File: src/rtl/ex_muldiv_unit.sv
// Iterative multiply/divide unit for the EX stage: shift-add multiply and restoring divide,
// one radix-2 step per cycle, with architectural HI/LO and MF*/MT* access.
module ex_muldiv_unit #(
  parameter int WIDTH = 32,
  parameter int CNT_W = 6
) (
  input  logic             clock,
  input  logic             reset,
  input  logic             ex_valid,
  input  logic [5:0]       funct,
  input  logic [WIDTH-1:0] rs_val,
  input  logic [WIDTH-1:0] rt_val,
  output logic [WIDTH-1:0] hi_out,
  output logic [WIDTH-1:0] lo_out,
  output logic [WIDTH-1:0] mf_data,
  output logic             busy,
  output logic             stall,
  output logic             done
);

  localparam logic [5:0] F_MFHI  = 6'h10;
  localparam logic [5:0] F_MTHI  = 6'h11;
  localparam logic [5:0] F_MFLO  = 6'h12;
  localparam logic [5:0] F_MTLO  = 6'h13;
  localparam logic [5:0] F_MULT  = 6'h18;
  localparam logic [5:0] F_MULTU = 6'h19;
  localparam logic [5:0] F_DIV   = 6'h1A;
  localparam logic [5:0] F_DIVU  = 6'h1B;
  localparam logic [CNT_W-1:0] LAST_STEP = CNT_W'(WIDTH - 1);

  typedef enum logic [1:0] {IDLE, RUN, FIN} state_t;

  function automatic logic [WIDTH-1:0] fix_sign32(input logic [WIDTH-1:0] v, input logic neg);
    return neg ? (~v + WIDTH'(1)) : v;
  endfunction

  function automatic logic [2*WIDTH-1:0] fix_sign64(input logic [2*WIDTH-1:0] v, input logic neg);
    return neg ? (~v + (2*WIDTH)'(1)) : v;
  endfunction

  function automatic logic [WIDTH-1:0] mag(input logic signed [WIDTH-1:0] v, input logic sgn);
    return (sgn && v < 0) ? fix_sign32(v, 1'b1) : v;
  endfunction

  state_t                 state;
  logic [CNT_W-1:0]       count;
  logic [2*WIDTH-1:0]     acc_p1;
  logic [WIDTH-1:0]       opnd_p1;
  logic                   is_div_p1, neg_q_p1, neg_r_p1, div_zero_p1;

  logic signed [WIDTH-1:0] rs_s, rt_s;
  logic                   is_signed, is_muldiv, is_listed, start;
  logic [WIDTH:0]         mul_sum, div_trial, div_diff;
  logic [2*WIDTH-1:0]     acc_next, mul_res;
  logic [WIDTH-1:0]       res_hi, res_lo;

  assign rs_s      = rs_val;
  assign rt_s      = rt_val;
  assign is_signed = ~funct[0];
  assign is_muldiv = (funct == F_MULT) || (funct == F_MULTU) || (funct == F_DIV) || (funct == F_DIVU);
  assign is_listed = is_muldiv || (funct == F_MFHI) || (funct == F_MTHI) ||
                     (funct == F_MFLO) || (funct == F_MTLO);
  assign busy      = (state != IDLE);
  assign stall     = ex_valid & busy & is_listed;
  assign start     = (state == IDLE) & ex_valid & is_muldiv;

  always_comb begin
    mf_data = '0;
    if (funct == F_MFHI)      mf_data = hi_out;
    else if (funct == F_MFLO) mf_data = lo_out;
  end

  // Step datapath: multiply keeps {partial, multiplier} and shifts right;
  // divide keeps {remainder, dividend/quotient} and shifts left.
  always_comb begin
    mul_sum   = {1'b0, acc_p1[2*WIDTH-1:WIDTH]} + (acc_p1[0] ? {1'b0, opnd_p1} : '0);
    div_trial = {acc_p1[2*WIDTH-1:WIDTH], acc_p1[WIDTH-1]};
    div_diff  = div_trial - {1'b0, opnd_p1};
    if (!is_div_p1)
      acc_next = {mul_sum, acc_p1[WIDTH-1:1]};
    else if (div_diff[WIDTH])
      acc_next = {div_trial[WIDTH-1:0], acc_p1[WIDTH-2:0], 1'b0};
    else
      acc_next = {div_diff[WIDTH-1:0], acc_p1[WIDTH-2:0], 1'b1};
  end

  // Result stage: sign correction of magnitudes; divide-by-zero keeps the dividend in HI.
  always_comb begin
    mul_res = fix_sign64(acc_p1, neg_q_p1);
    if (!is_div_p1) begin
      res_hi = mul_res[2*WIDTH-1:WIDTH];
      res_lo = mul_res[WIDTH-1:0];
    end else if (div_zero_p1) begin
      res_hi = fix_sign32(acc_p1[2*WIDTH-1:WIDTH], neg_r_p1);
      res_lo = '1;
    end else begin
      res_hi = fix_sign32(acc_p1[2*WIDTH-1:WIDTH], neg_r_p1);
      res_lo = fix_sign32(acc_p1[WIDTH-1:0], neg_q_p1);
    end
  end

  always_ff @(posedge clock) begin
    if (reset) begin
      state  <= IDLE;
      count  <= '0;
      hi_out <= '0;
      lo_out <= '0;
      done   <= 1'b0;
    end else begin
      done <= 1'b0;
      case (state)
        IDLE: begin
          if (ex_valid) begin
            if (funct == F_MTHI) hi_out <= rs_val;
            if (funct == F_MTLO) lo_out <= rs_val;
            if (is_muldiv) begin
              state <= RUN;
              count <= '0;
            end
          end
        end
        RUN: begin
          count <= count + CNT_W'(1);
          if (count == LAST_STEP) state <= FIN;
        end
        FIN: begin
          hi_out <= res_hi;
          lo_out <= res_lo;
          done   <= 1'b1;
          state  <= IDLE;
        end
        default: state <= IDLE;
      endcase
    end
  end

  // Operand capture at accept, then one step per RUN cycle.
  always_ff @(posedge clock) begin
    if (start) begin
      is_div_p1   <= funct[1];
      neg_q_p1    <= is_signed & (rs_val[WIDTH-1] ^ rt_val[WIDTH-1]);
      neg_r_p1    <= is_signed & rs_val[WIDTH-1];
      div_zero_p1 <= (rt_val == '0);
      if (funct[1]) begin
        acc_p1  <= {{WIDTH{1'b0}}, mag(rs_s, is_signed)};
        opnd_p1 <= mag(rt_s, is_signed);
      end else begin
        acc_p1  <= {{WIDTH{1'b0}}, mag(rt_s, is_signed)};
        opnd_p1 <= mag(rs_s, is_signed);
      end
    end else if (state == RUN) begin
      acc_p1 <= acc_next;
    end
  end

endmodule

File: config.mk
export PLATFORM = sky130hd
export DESIGN_NAME = ex_muldiv_unit
export DESIGN_NICKNAME = d
export VERILOG_FILES = /design/src/rtl/ex_muldiv_unit.sv
export SDC_FILE = /design/constraint.sdc
export NUM_CORES = 1
export LEC_CHECK = 0
export CORE_MARGIN = 5
export CORE_UTILIZATION = 52
export DETAILED_ROUTE_END_ITERATION = 8
export PLACE_DENSITY = 0.79
export SYNTH_ARGS = -nofsm -noshare
export SYNTH_HDL_FRONTEND = slang
export SYNTH_SLANG_ARGS = --single-unit
File: constraint.sdc
create_clock -name clock -period 3.4 [get_ports clock]
set_input_delay 0.51 -clock clock [delete_from_list [all_inputs] [get_ports clock]]
set_output_delay 0.51 -clock clock [all_outputs]
set_load 0.01 [all_outputs]
======== After elaboration in Yosys (flattened, before gate mapping) ========
Cells that the tools add are included.
word-level totals
  bits in registers ....................... 173
  latch bits .............................. 0
  bits in writable memories ............... 0
  ROM bits ................................ 0
  input bits .............................. 73
  output and inout bits ................... 99
  word-level logic and storage cells ...... 100
  memories kept ........................... 0
cells by class
  $add $sub $neg .......................... 8
  $mul .................................... 0
  div/mod/pow operators ................... 0
  magnitude comparators ................... 2
  equality and inequality tests ........... 16
  shifts and indexed selects .............. 0
  multiplexer cells ....................... 31
  bitwise logic cells ..................... 13
  reductions and logical operators ........ 19
operators by type and width
  operator               number
  $mux 32                16
  $mux 64                5
  $add 32x1->32 const B  4
  $not 32->32            4
  $pmux 32 s2            2
  $add 64x1->64 const B  1
  $lt 32x1->1 const B    2
  $not 64->64            1
  $eq 6x5->1 const B     9
  $add 32x32->33         1
  $sub 33x32->33         1
  $logic_not 32->1       1
  $mux 6                 2
  $pmux 6 s2             1
  $reduce_and 3->1       4
  $ne 2x2->1 const B     5
  $reduce_bool 2->1      4
  $logic_or 1x1->1       7
  $add 6x1->6 const B    1
  $and 1x1->1            6
  $mux 2                 3
  $pmux 2 s2             1
  $eq 2x1->1 const B     1
  $eq 2x2->1 const B     1
  5 further kinds        6

======== Logic depth before layout (Yosys ltp) ========
Gate-level depths: netlist of run 1.
  depth in word-level cells ............... 9
  gate-level depth with buffers ........... 14
  gate-level depth less buffers ........... 13

======== Worst setup path before layout of run 1 ========
Ideal clock, no wire load.
  kind .................................... flip-flop to flip-flop
  from .................................... register acc_p1[0]
  to ...................................... register acc_p1[63] (data pin)
  library setup time ...................... 0.335 ns
  arrival ................................. 3.385 ns
  data required time ...................... 3.065 ns
  path slack .............................. -0.320 ns
  stages on the path, launching flop included .. 15
  buffers on the path ..................... 1
  period minus slack after synthesis ...... 3.720 ns
  path through ............................ edfxtp_1 inv_1 clkbuf_1 nor2_1 fa_1 a21o_1 a221oi_1 o41a_1 a2111oi_2 o21ai_0 o21ai_0 a31oi_1 nor3_1 a2111oi_0 a211oi_1
between the ends
  word-level cells in the longest chain between the ends .. 5
ends and longest elaborated chain
  what                    RTL line  RTL
  start, declared         47        logic [2*WIDTH-1:0] acc_p1;
  start signal, assigned  145       acc_p1 <= {{WIDTH{1'b0}}, mag(rs_s, is_signed)};
  start signal, assigned  148       acc_p1 <= {{WIDTH{1'b0}}, mag(rt_s, is_signed)};
  start signal, assigned  152       acc_p1 <= acc_next;
  $mux 32                 76        mul_sum = {1'b0, acc_p1[2*WIDTH-1:WIDTH]} + (acc_p1[0] ? {1'b0, opnd_p1} : '0);
  $add 32x32->33          76
  $mux 64                 79        if (!is_div_p1)
  $mux 64                 151       end else if (state == RUN) begin
  $mux 64                 139       if (start) begin
No other way between the ends. The select of a mux whose other input is x is not followed.
A chain may end at the register's enable or synchronous reset.

======== Worst setup path after layout of run 1 ========
  from .................................... register acc_p1[0]
  to ...................................... register acc_p1[61] (data pin)
The elaborated chain is that of the path after synthesis.

==> results.cfg, run 1 <==
[power]
netSwitchingPower_w = 0.001631
power_frac_seq_pct = 42.9
leakage_nw = 7.712
clockPowerShare_pct = 37.1
cellPowerDensity_nw_per_um2 = 272.5
comb_power_share_pct = 20.0
internal-power_w = 0.003695
ir_drop_mv = 0.3210
switching_share_pct = 30.62

[job]
cap_violations = 0

[critical_path]
crit_required_ps = 3590
arrival_ps = 3640
worst_setup_path_end_kind = register
critPathKind = register to register
slowest_stage = o41a_1
crit_path_start_kind = register
cp_cell_sequence = inv_4 > buf_8 > nor2_4 > ha_4 > nand4_1 > o41a_1 > a2111oi_4 > o21ai_1 > buf_4 > o21ai_4 > a31oi_4 > o21ai_2 > xnor2_1 > o221a_2
cpPeakStageDelay_ps = 490
critPathMaxFanout = 6

[routing]
drtPass1Iterations = 8
ant_nets = 0
vias_per_cell = 6.337
route.detailed.drc = 0
vias = 16150
routedWlPerCell_um = 22.33
wl_mm = 56.89
drt-initial-drc-count = 2209

[logic_synthesis]
seq_area_frac_synth_pct = 30.27
synth.distinct_cells = 74
async_flop_share_pct = 0
syn-cell-area_um2 = 14750
synth_nets = 1969
syn_inst = 1825
avgSynthCellArea_um2 = 8.082
yosys.area.top_type_share_pct = 20.36
synth.top_cells.by_area = edfxtp_1, dfxtp_1, mux2i_1
yosysTopAreaCell = edfxtp_1
synth_flop_cell = edfxtp_1
ys_seq_elements = 173
synth_edf_count = 100
yosysWarnings = 0

[clock_tree]
clock_sinks = 173
cts.clk_slew.worst_paths_ps = 70
cts_buffers = 17
cts-root-buf = clkbuf_16
cts_max_path_buffers = 2
cts_tree = done
htreeDepth = 4
insertion_delay_ps = 450

[timing]
timing.hold.ws_ps = 472.9
finalCriticalPeriod_ps = 3451
hold_violations = 0
timing.final.max_slew_violations = 0
tightest_slew_ps = 918.8
max_freq_mhz = 289.7
finClkSkew_ps = 21.22
relSlewSlack_pct = 38.74
post-route-period-util_pct = 101.5
worst_slack_ps = -51.40
rsz0062_at_grt = yes
setup_viol = 1

[final_layout]
layout_commonest_cell = buf_4
drive_gt1_share_pct = 16.92
mostFrequentLayoutCells = buf_4, nor2_1, a21oi_1
final-seq-area_um2 = 4464
syn2layout_area_growth_pct = 32.50
fill_cells = 2196
final_area_um2 = 19550
multi_input_area_um2 = 10150
fin_nets = 2300

[floorplan]
die_w_um = 178.4
die_y_um = 178.4
pin_count = 172
dieArea_um2 = 31830
rows = 61
core_area_um2 = 27930
start_util_pct = 52.80

[place]
numPortBuffers = 171
hpwl_mm = 43.94
placed_area_um2 = 18250
place.gp.congestion = 1.010

[global_routing]
grt_util_all_layers_pct = 34.10
grt_start_max_net_pins = 62
grt-ovfl-total = 0
antenna_found_initial = 0
grt_pass1_vias = 14840
grt_pass1_wl_mm = 83.99

[worst_hold_path]
hp-class = register to register

[outcome]
status = complete, but fails checks
violations = negative setup slack
==> cell families (layout without fill, tap and decap cells) <==
kind of cell,Yosys count,after routing,synth area share (%)
adders and majority gates,71,71,6.124
other,0,1,0
and+or+nand+nor,559,559,17.37
muxes,137,137,9.322
DFF,173,173,30.27
xor gates and xnor gates,177,177,10.51
AOI/OAI and AO/OA,538,539,21.97
buffers and inverters,170,513,4.436
==> path summary, 6_finish.rpt <==
check	to	slack, ps	cells past startpoint	start
worst max-delay path	acc_p1[61]	-50	14	acc_p1[0]
worst min-delay path	lo_out[1]	470	2	lo_out[1]
worst max register to register	acc_p1[61]	-50	14	acc_p1[0]
worst min register to register	lo_out[1]	470	2	lo_out[1]
==> power groups by stage <==
| stage | registers, W | logic [W] | clock network, W |
|---|---|---|---|
| after floorplan | 0.00233 | 0.000537 | 0 |
| after global placement | 0.00233 | 0.000944 | 0 |
| after detailed placement | 0.00233 | 0.000969 | 0 |
| after CTS | 0.00228 | 0.000984 | 0.00196 |
| after global routing | 0.00228 | 0.00113 | 0.00205 |
| final | 0.00228 | 0.00107 | 0.00198 |
==> final cells by class <==
cell class | count | area share (%)
Multi-Input combinational cell | 1483 | 51.95
Sequential cell | 173 | 22.84
Timing Repair Buffer | 410 | 18.51
Tap cell | 378 | 2.420
Clock buffer | 17 | 2.177
Inverter | 71 | 1.376
Clock inverter | 15 | 0.7170
Antenna cell | 1 | 0.01280
==> repair_timing <==
action                                  in CTS  in global routing
endpoints found under the setup margin      22                 65
pin swaps                                    5                 41
resized for setup                           15                 86
hold endpoints to repair                     0                  0
setup buffers                                2                 21
hold buffers                                 0                  0
cloned                                       0                  3
==> per-stage QoR <==
step	power (W)	utilization [%]	TNS [ps]	setup slack, ps	cells
after floorplan	0.002865	-	0	1.242	1825
after CTS	0.005222	67.72	-8.190	-8.190	2523
final	0.005326	69.97	-51.40	-51.40	2548
after global routing	0.005458	69.96	-2075	-194.4	2547
after detailed placement	0.003298	65.31	-5719	-394.4	2489
after global placement	0.003272	65.31	-2629	-302.2	2489
==> cells in the mapped netlist (14+ instances only) <==
library cell and number:
nand2_1 161, xnor2_1 114, mux2i_1 134, clkbuf_1 91, nand3_1 32, a21o_1 31, o31ai_1 23, xor2_1 63
dfxtp_1 73, nand2b_1 16, ha_1 69, nor3_1 31, nor4_1 14, a21oi_1 206, a31oi_1 17, o21ai_0 142
or3_1 22, inv_1 68, nor2_1 214, o221ai_1 21, a211oi_1 23, edfxtp_1 100
==> sequential cells by signal, summed over array words and instances, names as in the netlist <==
signal and count:
count 6, div_zero_p1 1, state 2, neg_q_p1 1, acc_p1 64, lo_out 32, neg_r_p1 1, done 1
hi_out 32, opnd_p1 32, is_div_p1 1
==> critical path, delay by kind of cell, from the launching register on <==
kind,cells,cell delay [ps]
buffers and inverters,3,450
AOI/OAI and AO/OA,7,1750
and+or+nand+nor,2,160
adders and majority gates,1,290
DFF,1,440
xor gates and xnor gates,1,100
==> per-layer routing <==
metal  routed length [um]  vias to the layer above  track usage [%]
met5                   14                        -                0
met1                22000                     7552            47.04
li1                     -                     7297                -
met3                 7235                      184            6.083
met4                 2696                        2            13.88
met2                24940                     1112            52.98
Note: power is estimated with default switching activity, not from simulation.
==> run 2: changes to the inputs <==
- PLACE_DENSITY: 0.79 -> 0.78
==> run 2 against run 1 <==
  * Sequential power barely moved
  * Worst hold slack better by 4.6 ps
  * Via count shrank 1.6%
  * Final cell count rose by 0.20%
  * Register-to-register slack worse by 60 ps
  * Die area stayed put
  * Non-clock buffer count is 7 higher
  * Largest cell class unchanged
  * Highest routed layer is now met4
  * Utilization fell by 0.47 points
  * Power increased by 0.32%
  * Final area shrank 0.67%
  * The run still ends with negative setup slack left
==> results.cfg, run 2 (synthesized netlist as in run 1, its figures left out) <==
[outcome]
status = complete, but fails checks
violations = negative setup slack

[routing]
routedWlPerCell_um = 22.22
drt-initial-drc-count = 1852
vias = 15890
route.detailed.drc = 0
ant_nets = 0
wl_mm = 56.74
drtPass1Iterations = 6
vias_per_cell = 6.225

[critical_path]
worst_setup_path_end_kind = register
arrival_ps = 3710
slowest_stage = edfxtp_1
critPathKind = register to register
cpPeakStageDelay_ps = 450
crit_required_ps = 3600
cp_cell_sequence = inv_2 > buf_12 > buf_12 > buf_8 > nor2_2 > ha_1 > a21o_1 > a21o_1 > a2111oi_4 > o41ai_2 > o21ai_2 > o21ai_2 > a31oi_4 > o21ai_2 > xnor2_1 > o221a_2
cpMostUsedCell = o21ai_2
critPathMaxFanout = 7
crit_path_start_kind = register

[power]
cellPowerDensity_nw_per_um2 = 275.2
ir_drop_mv = 0.4189
leakage_nw = 7.704

[final_layout]
fin_nets = 2306
final_area_um2 = 19410
antenna_cells = 0
drive_gt1_share_pct = 16.41
syn2layout_area_growth_pct = 31.61
final_util_pct = 69.50
mostFrequentLayoutCells = buf_4, nor2_1, a21oi_1
layout_commonest_cell = buf_4
largest_reg_flops = 64
stdcell_count = 2553
top_register = acc_p1

[timing]
finClkSkew_ps = 21.54
finalCriticalPeriod_ps = 3513
worst_slack_ps = -113.1
tightest_slew_ps = 811.7
tns_ps = -327.8
timing.final.max_slew_violations = 0
rsz0062_at_grt = yes
max_freq_mhz = 284.6
post-route-period-util_pct = 103.3
hold_violations = 0
relSlewSlack_pct = 45.89
setup_viol = 6

[global_routing]
grt-ovfl-total = 0
grt_start_max_net_pins = 79
grt_pass1_wl_mm = 83.67
grt_util_all_layers_pct = 34.07
grt_pass1_vias = 14590
antenna_found_initial = 0

[clock_tree]
htreeDepth = 4
cts_hold_buf = 0
cts.clk_slew.worst_paths_ps = 80
insertion_delay_ps = 450
cts_max_path_buffers = 2
cts_tree = done
clock_sinks = 173
cts-root-buf = clkbuf_16
cts_buffers = 17

[job]
cap_violations = 0

[place]
hpwl_mm = 44.24
place.gp.congestion = 1.023
placed_area_um2 = 18230
numPortBuffers = 171
dpl.cell_count = 2490

[floorplan]
core_area_um2 = 27930
dieArea_um2 = 31830
start_util_pct = 52.80
pin_count = 172
rows = 61
die_w_um = 178.4
die_y_um = 178.4

[worst_hold_path]
hp-class = register to register
==> run 2: cell count changes in the layout (fill, tap and decap cells not counted), sizes merged <==
cell,before,now
o211ai,5,4
buf,240,247
diode,1,0
inv,81,80
clkbuf,18,19
==> run 2: metal layers <==
| metal | track usage (%) | wire length, um | vias up |
|---|---|---|---|
| met5 | 0 | 0 | - |
| met4 | 11.13 | 1945 | 0 |
| met3 | 7.100 | 7255 | 127 |
| met2 | 53.81 | 25120 | 1044 |
| met1 | 46.74 | 22420 | 7424 |
| li1 | - | - | 7297 |
==> run 2: critical path: cells and delay by family, from the launching register on <==
kind / cells / cell delay [ps]
AO/OA/AOI/OAI: 9 / 1870
XOR/XNOR: 1 / 130
adder cells (fa/ha/maj): 1 / 280
buffers and inverters: 4 / 490
flip-flops: 1 / 450
AND/OR/NAND/NOR: 1 / 50
==> run 2: what timing repair did <==
item,4_1_cts,5_1_grt
buffers inserted,3,27
resized for setup,19,59
cloned,0,1
pin swaps,3,26
endpoints found under the setup margin,35,50
==> run 2: layout make-up <==
cell class,count,area [um2]
multi-input combinational,1482,9985
inverter,71,266.5
tap,378,473.0
fill,2259,8521
clock inverter,14,142.6
timing repair buffer,417,3654
sequential,173,4464
clock buffer,18,429.2
==> run 2: worst paths after layout <==
path	slack [ps]	to	cells after the start	startpoint
worst max-delay path	-110	acc_p1[61]	16	acc_p1[0]
worst min-delay path	480	lo_out[20]	2	lo_out[20]
worst max register to register	-110	acc_p1[61]	16	acc_p1[0]
worst min register to register	480	lo_out[20]	2	lo_out[20]
==> run 2: power by group <==
| part | total [W] | leakage (nW) | internal [W] | switching [W] |
|---|---|---|---|---|
| Sequential | 0.00228 | 1.49 | 0.00225 | 0.0000284 |
| Clock | 0.00201 | 0.286 | 0.000985 | 0.00102 |
| Combinational | 0.00106 | 5.93 | 0.000459 | 0.000597 |
| Total | 0.00534 | 7.70 | 0.00370 | 0.00164 |
==> run 2: metrics by stage <==
stage	power, W	hold slack (ps)	setup slack (ps)
floorplan	0.002865	460.5	1.242
detailed placement	0.003294	466.0	-379.6
global placement	0.003270	456.2	-245.4
finish	0.005343	477.5	-113.1
CTS	0.005266	479.2	-38.38
global route	0.005482	499.4	-251.2
